==> src/rtl/shift_serializer.sv <==
// shift_serializer: MSB-first parallel-to-serial converter with a ready/valid load port.
// Optional even-parity trailer bit when SHIFT_SERIALIZER_PARITY_EN is defined.
module shift_serializer #(
  parameter int WIDTH = 4
) (
  input  logic             clk,
  input  logic             reset,
  input  logic [WIDTH-1:0] din,
  input  logic             load_valid,
  output logic             load_ready,
  output logic             d,
  output logic             d_valid,
  output logic             done
);
  localparam int CW = $clog2(WIDTH + 1);
`ifdef SHIFT_SERIALIZER_PARITY_EN
  typedef enum logic [1:0] {IDLE, SHIFT, PAR} state_t;
  logic par_q, par_d;
`else
  typedef enum logic {IDLE, SHIFT} state_t;
`endif
  state_t state_q, state_d;
  logic [WIDTH-1:0] sr_q, sr_d;
  logic [CW-1:0] cnt_q, cnt_d;
  logic last;
  assign last = (state_q == SHIFT) && (cnt_q == CW'(WIDTH - 1));
  always_comb begin
    state_d    = state_q;
    sr_d       = sr_q;
    cnt_d      = cnt_q;
`ifdef SHIFT_SERIALIZER_PARITY_EN
    par_d      = par_q;
`endif
    d          = 1'b0;
    d_valid    = 1'b0;
    done       = 1'b0;
    load_ready = 1'b0;
    case (state_q)
      IDLE: load_ready = 1'b1;
      SHIFT: begin
        d       = sr_q[WIDTH-1];
        d_valid = 1'b1;
        sr_d    = sr_q << 1;
        cnt_d   = cnt_q + 1'b1;
`ifdef SHIFT_SERIALIZER_PARITY_EN
        state_d = last ? PAR : SHIFT;
`else
        done       = last;
        load_ready = last;
        state_d    = last ? IDLE : SHIFT;
`endif
      end
`ifdef SHIFT_SERIALIZER_PARITY_EN
      PAR: begin
        d          = par_q;
        d_valid    = 1'b1;
        done       = 1'b1;
        load_ready = 1'b1;
        state_d    = IDLE;
      end
`endif
      default: state_d = IDLE;
    endcase
    // an accept in the last-bit cycle overrides the return to IDLE, so frames abut
    if (load_valid && load_ready) begin
      state_d = SHIFT;
      sr_d    = din;
      cnt_d   = '0;
`ifdef SHIFT_SERIALIZER_PARITY_EN
      par_d   = ^din;
`endif
    end
  end
  always_ff @(posedge clk or posedge reset) begin
    if (reset) begin
      state_q <= IDLE;
      sr_q    <= '0;
      cnt_q   <= '0;
`ifdef SHIFT_SERIALIZER_PARITY_EN
      par_q   <= 1'b0;
`endif
    end else begin
      state_q <= state_d;
      sr_q    <= sr_d;
      cnt_q   <= cnt_d;
`ifdef SHIFT_SERIALIZER_PARITY_EN
      par_q   <= par_d;
`endif
    end
  end
endmodule

==> config.mk <==
export PLATFORM = sky130hd
export DESIGN_NAME = shift_serializer
export DESIGN_NICKNAME = d
export VERILOG_FILES = /design/src/rtl/shift_serializer.sv
export SDC_FILE = /design/constraint.sdc
export NUM_CORES = 1
export LEC_CHECK = 0
export BUFFER_PORTS_ARGS = -buffer_cell sky130_fd_sc_hd__buf_2
export CORE_AREA = 2 2 39 41
export DETAILED_ROUTE_END_ITERATION = 16
export DIE_AREA = 0 0 41 43
export GPL_TIMING_DRIVEN = 1
export SLEW_MARGIN = 0
export SYNTH_ARGS = -nofsm -noshare
export SYNTH_HDL_FRONTEND = slang
export SYNTH_SLANG_ARGS = --single-unit
==> constraint.sdc <==
create_clock -name clk -period 1.5 [get_ports clk]
set_input_delay 0.3 -clock clk [delete_from_list [all_inputs] [get_ports clk]]
set_output_delay 0.3 -clock clk [all_outputs]
set_load 0.005 [all_outputs]
; ---- Word level (Yosys, flattened, before mapping)
; Cells that the tools add are included.
[totals]
ff_bits = 8
latchBits = 0
ram_bits = 0
mem_bits_ro = 0
in_bits = 7
output_inout_bits = 4
word_cells = 20
n_memories = 0
[classes]
addsub = 1
mul = 0
div_mod_pow = 0
n_lt_le_gt_ge = 0
n_eq_ne = 1
n_shift = 0
mux = 11
bitwise = 1
n_reduce_logical = 3
[op_table]
columns = operator, count
row1 = $mux W4, 2
row2 = $mux W1, 6
row3 = $mux W3, 2
row4 = $add A3 B1 Y3 const B, 1
row5 = $eq A3 B2 Y1 const B, 1
row6 = $logic_and A1 B1 Y1, 2
row7 = $pmux W1 S2, 1
row8 = $reduce_bool A2 Y1, 1
row9 = $not A1 Y1, 1

; ---- Logic depth before layout (Yosys ltp)
; Gate-level depths: netlist (run 1).
[depth]
word_depth = 5
depth_mapped = 5
ltp_nobuf = 5

; ---- Worst setup path after synthesis (run 1)
; OpenSTA, ideal clock, no wires.
[synth_path]
path_kind = reg2reg
from = register cnt_q[0]
to = register sr_q[2]
setup_time_ps = 129
arrival_ps = 1201
required_ps = 1371
setup_slack_ps = 170
stages_incl_launch_ff = 6
path_buffers = 0
synth_period_minus_slack_ps = 1330
path_cell_list = dfrtp_1 > ha_1 > ha_1 > and3_2 > a31oi_1 > o21ai_0
[synth_between]
elab_chain_len = 5
elab_cells_between_ends = 6
classes_between = eq/ne: 1 / mux: 2 / reduce/logical: 3
[synth_rtl]
columns = element, line_no
row1 = from (decl), 24  ; logic [CW-1:0] cnt_q, cnt_d;
row2 = from (signal assigned), 85  ; cnt_q <= cnt_d;
row3 = $eq A3 B2 Y1 (*), 26  ; assign last = (state_q == SHIFT) && (cnt_q == CW'(WIDTH - 1));
row4 = $logic_and A1 B1 Y1 (*), 26
row5 = $pmux W1 S2 (*), 38  ; case (state_q)
row6 = $logic_and A1 B1 Y1 (*), 65  ; if (load_valid && load_ready) begin
row7 = $mux W4 or $reduce_bool A2 Y1 (tied branches), n/a
row8 = to (signal assigned), 84  ; sr_q <= sr_d;
row9 = to (decl), 23  ; logic [WIDTH-1:0] sr_q, sr_d;
; Every way passes the cells marked *; elsewhere a longest branch is shown, timed or not.
; A chain may end at the register's enable or synchronous reset.

; ---- Worst setup path in the final report (run 1)
[layout_path]
from = register cnt_q[0]
to = output port done
[layout_between]
elab_chain_len = 3
[layout_rtl]
columns = element, line_no
row1 = $eq A3 B2 Y1, 26
row2 = $logic_and A1 B1 Y1, 26
row3 = $mux W1, 38
row4 = to (decl), 13  ; output logic done
; No other way between the ends.

==> summary.md, run 1 <==
| Metric | Value |
|---|---|
| Leak | roughly 0.3 nW |
| Cell family with most CP delay | flip-flops |
| Placed instance area | between 400 and 500 µm² |
| Post-Syn Area | 429.2 µm² |
| RSZ-0062 raised after global routing | true |
| Post-Synthesis Net Count | 50 |
| DRT iter0 DRCs | 6 |
| Routed WL per cell | 12.56 µm |
| Share of cells above drive strength 1 | 0.4407 |
| CP peak stage delay | ~0.37 ns |
| Setup Slack @ Placement | 0.06672 ns |
| Dominant synthesized flop cell | dfrtp_1 |
| Via count | approximately 380 |
| Cells after Synth | 41 |
| CP endpoint kind | output port |
| Yosys cell types | 20 |
| Critical-path cell list | ha_2, ha_4, and2_4, buf_6 |
| PnR worst setup slack | -0.04520 ns |
| Routability cong. | 0.7179 |
| Seq/Total Area, Yosys | 0.4665 |
| Die area | 1763 µm² |
| Residual DRC | 0 |
| Final Instance Area | 599.3 µm² |
| # diodes | 0 |
| Post-synth top area share | 0.4665 |
| Critical Path AT | between 1 and 1.5 ns |
| Total wire length | between 900 and 1000 µm |
| Worst min-delay path category | primary input to flop |
| Clock Tree Buf Depth | 2 |
| Highest clock rate | 0.6472 GHz |
| Startpoint Class | flop |
| Clk pin slew, worst setup/hold paths | 0.05 ns |
| Vias/cell | 5.000 |
| Slew margin rel. | 0.8009 |
| Yosys reg bits | 8 |
| Total GRT Usage | 0.1244 |
| DRT Pass-1 Iters | 4 |
| Final Max Tran Viols | 0 |
| Die height | around 43 µm |
| CTS tree | built |
| Status | finished with violations |
| Dominant cell type by area after synthesis | dfrtp_1 |
| Initial Utilization | 0.3101 |
| Vias in the first global route | ~330 |
| I/O Buffers | 10 |
| CTS H-tree depth | 1 |
| PwrDens | 1831 nW/µm² |
| Largest net degree at the start of global routing | 16 |
| VDD IR max | 0.0006658 V |
| Buf/Inv on CP | 1 |
| Row cnt | 14 |
| Post-DRT Antenna Nets | 0 |
| Kind of critical path | flop to output port |
| Clk sink count | 8 |
| Final setup fails | 2 |
| Core ar. | 1384 µm² |
| Post-synth ARST share | 1.000 |
| Nets@finish | 70 |
| Endpoints failing hold | 0 |
| Synthesis warning total | 0 |
| Clock Latency Late Sink | 0.25 ns |
| Flop2flop setup slack | 0.11 ns |
| Actual slew at the worst max-slew pin | 0.2983 ns |
| Crit path time final | between 1.5 and 2 ns |
| Req. time, crit path | 1.20 ns |
| First-pass GRT wire length | 1407 µm |
| Synth area leaders | dfrtp_1, mux2i_1, ha_1 |
| Ports | 11 |
| Commonest non-fill, non-tap cell in the layout | buf_2 |
| Number of synthesized flops with an enable pin | 0 |
| Remaining Overflow, GRT | 0 |
| Die W | 41 µm |
| Root Buffer | clkbuf_4 |
| Failing checks | negative setup slack |
| Max-Cap Viols | 0 |
| Most frequent cells in the layout | buf_2, dfrtp_1, buf_4 |
| Period utilization | 1.030 |
| Initial antenna violation count | 0 |
| Crit-path slowest cell | dfrtp_1 |
| Syn_area_per_cell | 10.47 µm² |
| Clk_skew | 0.005834 ns |
| Hpwl dp | 591.6 µm |
| CTS buffer count | 3 |
| Area Growth Syn to Fin | 39.65% |
| Max FO, Critical Path | 4 |
[registers in the layout, summed over array words and instances (netlist names)]
register and flops:
sr_q 4, cnt_q 3, state_q 1
[per-stage QoR]
| step | power [mW] | instances | hold WS (ns) | setup TNS [ns] | utilization |
|---|---|---|---|---|---|
| 2_1_floorplan | 0.6112 | 41 | 0.1157 | 0 | - |
| 3_3_place_gp | 0.7191 | 66 | 0.2582 | 0 | 0.3544 |
| 3_5_place_dp | 0.7332 | 66 | 0.2548 | 0 | 0.3544 |
| 4_1_cts | 1.008 | 72 | 0.3192 | -0.1565 | 0.4096 |
| 5_1_grt | 1.192 | 75 | 0.3331 | -0.1977 | 0.4331 |
| 6_report | 1.098 | 75 | 0.3150 | -0.08386 | 0.4331 |
[area by class of cell]
class                      count  area, µm²
fill                         125      784.5
multi-input combinational     29      230.2
sequential                     8      201.4
timing repair buffer          17      117.6
clock buffer                   3      22.52
tap                           16      20.02
inverter                       2      7.507
[worst register-to-register path, stage by stage, from the launching register on]
cell and delay [ns]:
dfrtp_1 0.37, ha_2 0.20, ha_4 0.16, buf_4 0.13, and3_2 0.16, a31oi_1 0.14, o21ai_0 0.10
[cell usage after synthesis (2+ instances only)]
cell      count
and2_1        2
ha_1          2
inv_1         2
and3_1        2
mux2i_1       4
o21ai_1       2
o21ai_0       3
dfrtp_1       8
nand2_1       2
a31oi_1       3
nand2b_1      2
[where the power goes]
group          internal [mW]  leakage, nW  total [mW]  switching, mW
logic                  0.339        0.196       0.552          0.213
clock network         0.0913       0.0138       0.161         0.0695
registers              0.307       0.0990       0.385         0.0774
total                  0.737        0.309        1.10          0.360
[timing repair]
item | 4_1_cts | 5_1_grt
buffers inserted | 2 | 3
pin swaps | 2 | 2
endpoints found under the hold margin | 8 | 0
gates resized for setup | 5 | 3
gates cloned | 0 | 0
setup endpoints to repair | 2 | 3
hold buffers | 1 | 0
[per-layer routing]
metal	share of wire	global-route usage	vias to the layer above
li1	-	-	182
met5	0	0	-
met3	0.055	0.08377	2
met4	0.011	0.06000	0
met1	0.42	0.1382	181
met2	0.51	0.1750	10
[path summary, 6_finish.rpt]
path	startpoint	to	cells past startpoint
max in group asynchronous	reset	state_q	3
min in group asynchronous	reset	sr_q[2]	3
min	din[0]	sr_q[0]	3
max reg2reg	cnt_q[0]	sr_q[2]	6
max	cnt_q[0]	done	4
min reg2reg	cnt_q[2]	cnt_q[2]	2
[logic make-up (layout without fill, tap and decap cells)]
family	Yosys count	count (layout)	synth area share
mux	4	4	0.09330
buf+inv	4	22	0.05539
flops	8	8	0.4665
compound gates	11	11	0.1574
simple gates	12	12	0.1691
fa+ha+maj	2	2	0.05830
No activity file was read; power rests on OpenSTA's default activity.
==> run 2, diff against run 1 <==
==> constraint.sdc (replaced) <==
create_clock -name clk -period 1.45 [get_ports clk]
set_input_delay 0.29 -clock clk [delete_from_list [all_inputs] [get_ports clk]]
set_output_delay 0.29 -clock clk [all_outputs]
set_load 0.005 [all_outputs]
==> summary.md, run 2 (synthesized netlist as in run 1, its figures left out) <==
| Metric | Value |
|---|---|
| Status | finished with violations |
| Failing checks | negative setup slack |
| CTS buffer count | 3 |
| Core ar. | 1384 µm² |
| Post-layout util | 0.4277 |
| Die area | roughly 1800 µm² |
| # diodes | 0 |
| Max reg flops | 4 |
| Initial antenna violation count | 0 |
| Total wire length | 982 µm |
| Req. time, crit path | 1.16 ns |
| Worst r2r src | cnt_q[0] |
| Ports | 11 |
| Top flop regs | sr_q: 4 flops, cnt_q: 3 flops, state_q: 1 flops |
| Share of cells above drive strength 1 | 0.4310 |
| Clock Tree Buf Depth | 2 |
| Hold_sp | din[0] |
| Commonest non-fill, non-tap cell in the layout | buf_2 |
| Period utilization | 1.068 |
| Final setup fails | 2 |
| Clock Latency Late Sink | 0.26 ns |
| Routability cong. | 0.7433 |
| Max-Cap Viols | 0 |
| Worst min-delay path category | primary input to flop |
| Max FO, Critical Path | 4 |
| Via count | 365 |
| PwrDens | 1893 nW/µm² |
| Setup Slack @ Placement | roughly 0.05 ns |
| Total GRT Usage | 0.1355 |
| Endpoints failing hold | 0 |
| Clk sink count | 8 |
| R2R cell count | 6 |
| Row cnt | 14 |
| Root Buffer | clkbuf_4 |
| Crit path time final | 1.549 ns |
| R2R Path End | cnt_q[0] |
| Top reg by flops | sr_q |
| Actual slew at the worst max-slew pin | 0.3378 ns |
| Startpoint Class | flop |
| Kind of critical path | flop to output port |
| Clk pin slew, worst setup/hold paths | 0.05 ns |
| Nets@finish | 69 |
| Highest clock rate | 0.6457 GHz |
| DRT Pass-1 Iters | 4 |
| Slew margin rel. | 0.7745 |
| Hold-critical path endpoint | sr_q[0] |
| Initial Utilization | 0.3101 |
| I/O Buffers | 10 |
| Leak | 0.3027 nW |
| Most frequent cells in the layout | buf_2, dfrtp_1, buf_4 |
| Hpwl dp | 636.6 µm |
| PnR worst setup slack | -0.09865 ns |
| Die W | 41 µm |
| RSZ-0062 raised after global routing | true |
| Clk_skew | roughly 0.0036 ns |
| Critical Path AT | 1.26 ns |
| Area Growth Syn to Fin | 37.90% |
| Post-DRT Antenna Nets | 0 |
| Worst Hold Depth | 3 |
| Residual DRC | 0 |
| Die height | roughly 43 µm |
| Vias/cell | between 4 and 5 |
| Largest net degree at the start of global routing | 13 |
| Final Max Tran Viols | 0 |
| DRT iter0 DRCs | 16 |
| Remaining Overflow, GRT | 0 |
| Routed WL per cell | 13.27 µm |
| Fin Hold WS | 0.2971 ns |
| Vias in the first global route | 341 |
| CTS tree | built |
| CP endpoint kind | output port |
| CTS H-tree depth | 1 |
| Flop2flop setup slack | 0.09 ns |
| VDD IR max | between 0.0006 and 0.0007 V |
| First-pass GRT wire length | 1552 µm |
-- run 2: changes by cell type in the layout (fill, tap and decap cells not counted) --
| cell | change |
|---|---|
| buf_4 | -1 |
| o21ai_0 | -2 |
| o21ai_1 | +2 |
-- run 2: worst max-delay path by stage --
stage               startpoint  slack, ns          to
floorplan             cnt_q[0]       0.12     sr_q[2]
finish                cnt_q[0]       -0.1  load_ready
global route          cnt_q[0]      -0.14  load_ready
global placement      cnt_q[0]       0.07  load_ready
detailed placement    cnt_q[0]       0.05  load_ready
CTS                   cnt_q[1]      -0.11        done
-- run 2: layout make-up --
class | instances | area, µm²
clock buffers | 3 | 22.52
fillers | 128 | 792.0
inverters | 2 | 7.507
multi-input cells | 29 | 230.2
flip-flops and latches | 8 | 201.4
well taps | 16 | 20.02
repair buffers | 16 | 110.1
-- run 2: power by group --
group	internal, mW	switching (mW)	leakage, nW
clock	0.0949	0.0793	0.0138
sequential	0.318	0.0773	0.0990
combinational	0.333	0.218	0.190
total	0.746	0.374	0.303
-- run 2: per-layer routing --
layer  GRT usage  share of wire
met5           0              0
met4     0.08000          0.019
met2      0.2063           0.48
met1      0.1546           0.46
met3     0.04712          0.047
-- run 2: timing repair --
item	4_1_cts	5_1_grt
pin swaps	2	2
hold buffers	1	0
setup buffers	2	1
gates resized for setup	5	5
endpoints found under the setup margin	2	6
endpoints found under the hold margin	8	0
-- run 2: per-stage QoR --
| stage | cells | TNS (ns) | power (mW) | instance area [µm²] |
|---|---|---|---|---|
| after floorplan | 41 | 0 | 0.6322 | 429.2 |
| after global routing | 74 | -0.2775 | 1.208 | 591.8 |
| final | 74 | -0.1885 | 1.121 | 591.8 |
| after global placement | 67 | 0 | 0.7587 | 498.0 |
| after CTS | 73 | -0.2089 | 1.061 | 574.3 |
| after detailed placement | 67 | 0 | 0.7693 | 498.0 |
-- run 2: worst max-delay path, stage by stage, from the launching register on --
cell and delay (ns):
dfrtp_1 0.38, ha_2 0.20, ha_4 0.16, nand2b_4 0.14, buf_6 0.12
==> run 3, diff against run 2 <==
--- a/config.mk
+++ b/config.mk
@@ -5,11 +5,13 @@
 export SDC_FILE = /design/constraint.sdc
 export NUM_CORES = 1
 export LEC_CHECK = 0
+export ABC_AREA = 1
 export BUFFER_PORTS_ARGS = -buffer_cell sky130_fd_sc_hd__buf_2
 export CORE_AREA = 2 2 39 41
 export DETAILED_ROUTE_END_ITERATION = 16
 export DIE_AREA = 0 0 41 43
 export GPL_TIMING_DRIVEN = 1
+export PLACE_DENSITY = 0.53
 export SLEW_MARGIN = 0
 export SYNTH_ARGS = -nofsm -noshare
 export SYNTH_HDL_FRONTEND = slang
==> summary.md, run 3 <==
| Metric | Value |
|---|---|
| Status | finished with violations |
| Failing checks | negative setup slack |
| I/O Buffers | 10 |
| Synth cell count leaders | nand2_1, inv_1, dfrtp_1 |
| # diodes | 0 |
| Dominant cell type by area after synthesis | dfrtp_1 |
| Clk_skew | 0.001878 ns |
| Endpoints failing hold | 0 |
| Area Growth Syn to Fin | 32.55% |
| Clock Tree Buf Depth | 2 |
| DRT Pass-1 Iters | 3 |
| Clk sink count | 8 |
| Syn_area_per_cell | 8.205 µm² |
| Post-synth top area share | 0.4692 |
| Die area | 1763 µm² |
| Hpwl dp | slightly below 600 µm |
| CP endpoint kind | output port |
| CTS tree | built |
| Ports | 11 |
| Initial antenna violation count | 0 |
| Remaining Overflow, GRT | 0 |
| Core ar. | approximately 1400 µm² |
| Top flop regs | sr_q: 4 flops, cnt_q: 3 flops, state_q: 1 flops |
| Clock Latency Late Sink | about 0.25 ns |
| Yosys cell types | 12 |
| Die W | between 40 and 50 µm |
| Vias in the first global route | 316 |
| Post-Syn Area | 426.7 µm² |
| Cells after Synth | 52 |
| Root Buffer | clkbuf_4 |
| Req. time, crit path | 1.16 ns |
| Share of cells above drive strength 1 | 0.3529 |
| Kind of critical path | flop to output port |
| Via count | 350 |
| Vias/cell | 4.167 |
| Final setup fails | 2 |
| Period utilization | 1.031 |
| Seq/Total Area, Yosys | 0.4692 |
| RSZ-0062 raised after global routing | true |
| Max FO, Critical Path | 2 |
| Die height | between 40 and 50 µm |
| Row cnt | 14 |
| Synthesis warning total | 0 |
| Final Max Tran Viols | 0 |
| Setup Slack @ Placement | approximately 0.086 ns |
| Routed WL per cell | 9.476 µm |
| Post-Synthesis Net Count | 61 |
| Clk pin slew, worst setup/hold paths | 0.05 ns |
| Most frequent cell after synthesis | nand2_1 |
| Highest clock rate | roughly 0.67 GHz |
| Nets@finish | 79 |
| Routability cong. | 0.6493 |
| Dominant synthesized flop cell | dfrtp_1 |
| Synth area leaders | dfrtp_1, nand2_1, nand3_1 |
| Startpoint Class | flop |
| Slew margin rel. | 0.7854 |
| CTS buffer count | 3 |
| Commonest non-fill, non-tap cell in the layout | nand2_1 |
| Total GRT Usage | 0.1172 |
| Number of synthesized flops with an enable pin | 0 |
| Initial Utilization | 0.3083 |
| Largest net degree at the start of global routing | 11 |
| Residual DRC | 0 |
| PnR worst setup slack | -0.04499 ns |
| Post-layout util | 0.4087 |
| VDD IR max | 0.0006998 V |
| Most frequent cells in the layout | nand2_1, buf_2, inv_1, dfrtp_1, nand3_1 |
| TNS Setup | -0.07820 ns |
| First-pass GRT wire length | ~1300 µm |
| Post-DRT Antenna Nets | 0 |
| PwrDens | 1956 nW/µm² |
| Top reg by flops | sr_q |
| Max reg flops | 4 |
| Yosys reg bits | 8 |
| Max-Cap Viols | 0 |
| Crit path time final | between 1 and 1.5 ns |
| CTS H-tree depth | 1 |
| DRT iter0 DRCs | 6 |
| Worst min-delay path category | primary input to flop |
| Leak | 0.3072 nW |
| Total wire length | 796 µm |
| Actual slew at the worst max-slew pin | 0.3215 ns |
| Post-synth ARST share | 1.000 |
| Critical Path AT | 1.20 ns |
run 3: changes by cell type in the layout (fill, tap and decap cells not counted), sizes merged, moves of 3 or more:
cell / change
nand3: +6
o21ai: -4
nand2: +14
and3: -3
nor2: +5
a31oi: -3
buf: -3
mux2i: -4
inv: +8
run 3: cells by family (layout without fill, tap and decap cells):
family | after synthesis | after routing | share of synthesized area
AOI/OAI and AO/OA | 1 | 1 | 0.02053
buffers and inverters | 10 | 26 | 0.08796
and+or+nand+nor | 30 | 30 | 0.3431
xor gates and xnor gates | 1 | 1 | 0.02053
DFF | 8 | 8 | 0.4692
adders and majority gates | 2 | 2 | 0.05864
run 3: path summary, 6_finish.rpt:
kind	cells after the start	from	to	slack [ns]
max in group asynchronous	3	reset	sr_q[3]	0.68
min	3	din[0]	sr_q[0]	0.24
max	5	cnt_q[0]	load_ready	-0.04
min reg2reg	2	sr_q[0]	sr_q[0]	0.49
max reg2reg	9	cnt_q[0]	sr_q[0]	0.11
min in group asynchronous	3	reset	cnt_q[2]	0.53
run 3: repair_timing:
| action | in CTS | in global routing |
|---|---|---|
| endpoints found under the hold margin | 8 | 0 |
| setup endpoints to repair | 2 | 2 |
| gates cloned | 0 | 0 |
| gates resized for setup | 5 | 0 |
| hold buffers | 1 | 0 |
| buffers inserted | 2 | 0 |
run 3: cell type report:
cell class,instances,area [µm²]
clock buffers,3,22.52
fillers,137,818.3
inverters,10,37.54
multi-input cells,34,203.9
flip-flops and latches,8,200.2
well taps,16,20.02
repair buffers,13,81.33
run 3: critical path, stage by stage (launching register included):
cell	delay, ns
dfrtp_1	0.38
ha_2	0.20
ha_4	0.16
inv_2	0.06
nand2_4	0.05
buf_6	0.12
run 3: layer usage:
layer | wire length, µm | up-vias | track usage
met5 | 0 | - | 0
met2 | 367 | 9 | 0.1469
met4 | 12 | 0 | 0.1200
met1 | 382 | 149 | 0.1475
li1 | - | 190 | -
met3 | 33 | 2 | 0.03141
run 3: per-stage QoR:
step / area [µm²] / hold slack [ns] / total power, mW / std cells
after global routing: 565.5 / 0.2426 / 1.226 / 84
after floorplan: 426.7 / 0.1057 / 0.7185 / 52
final: 565.5 / 0.2383 / 1.106 / 84
after global placement: 496.7 / 0.2587 / 0.8385 / 78
after CTS: 565.5 / 0.2311 / 1.124 / 84
after detailed placement: 496.7 / 0.2606 / 0.8424 / 78
run 3: power breakdown:
part           total [mW]  leakage [nW]  internal (mW)  switching (mW)
Sequential          0.393         0.100          0.320          0.0730
Clock               0.167        0.0138         0.0945          0.0721
Combinational       0.546         0.193          0.269           0.277
Total                1.11         0.307          0.684           0.422
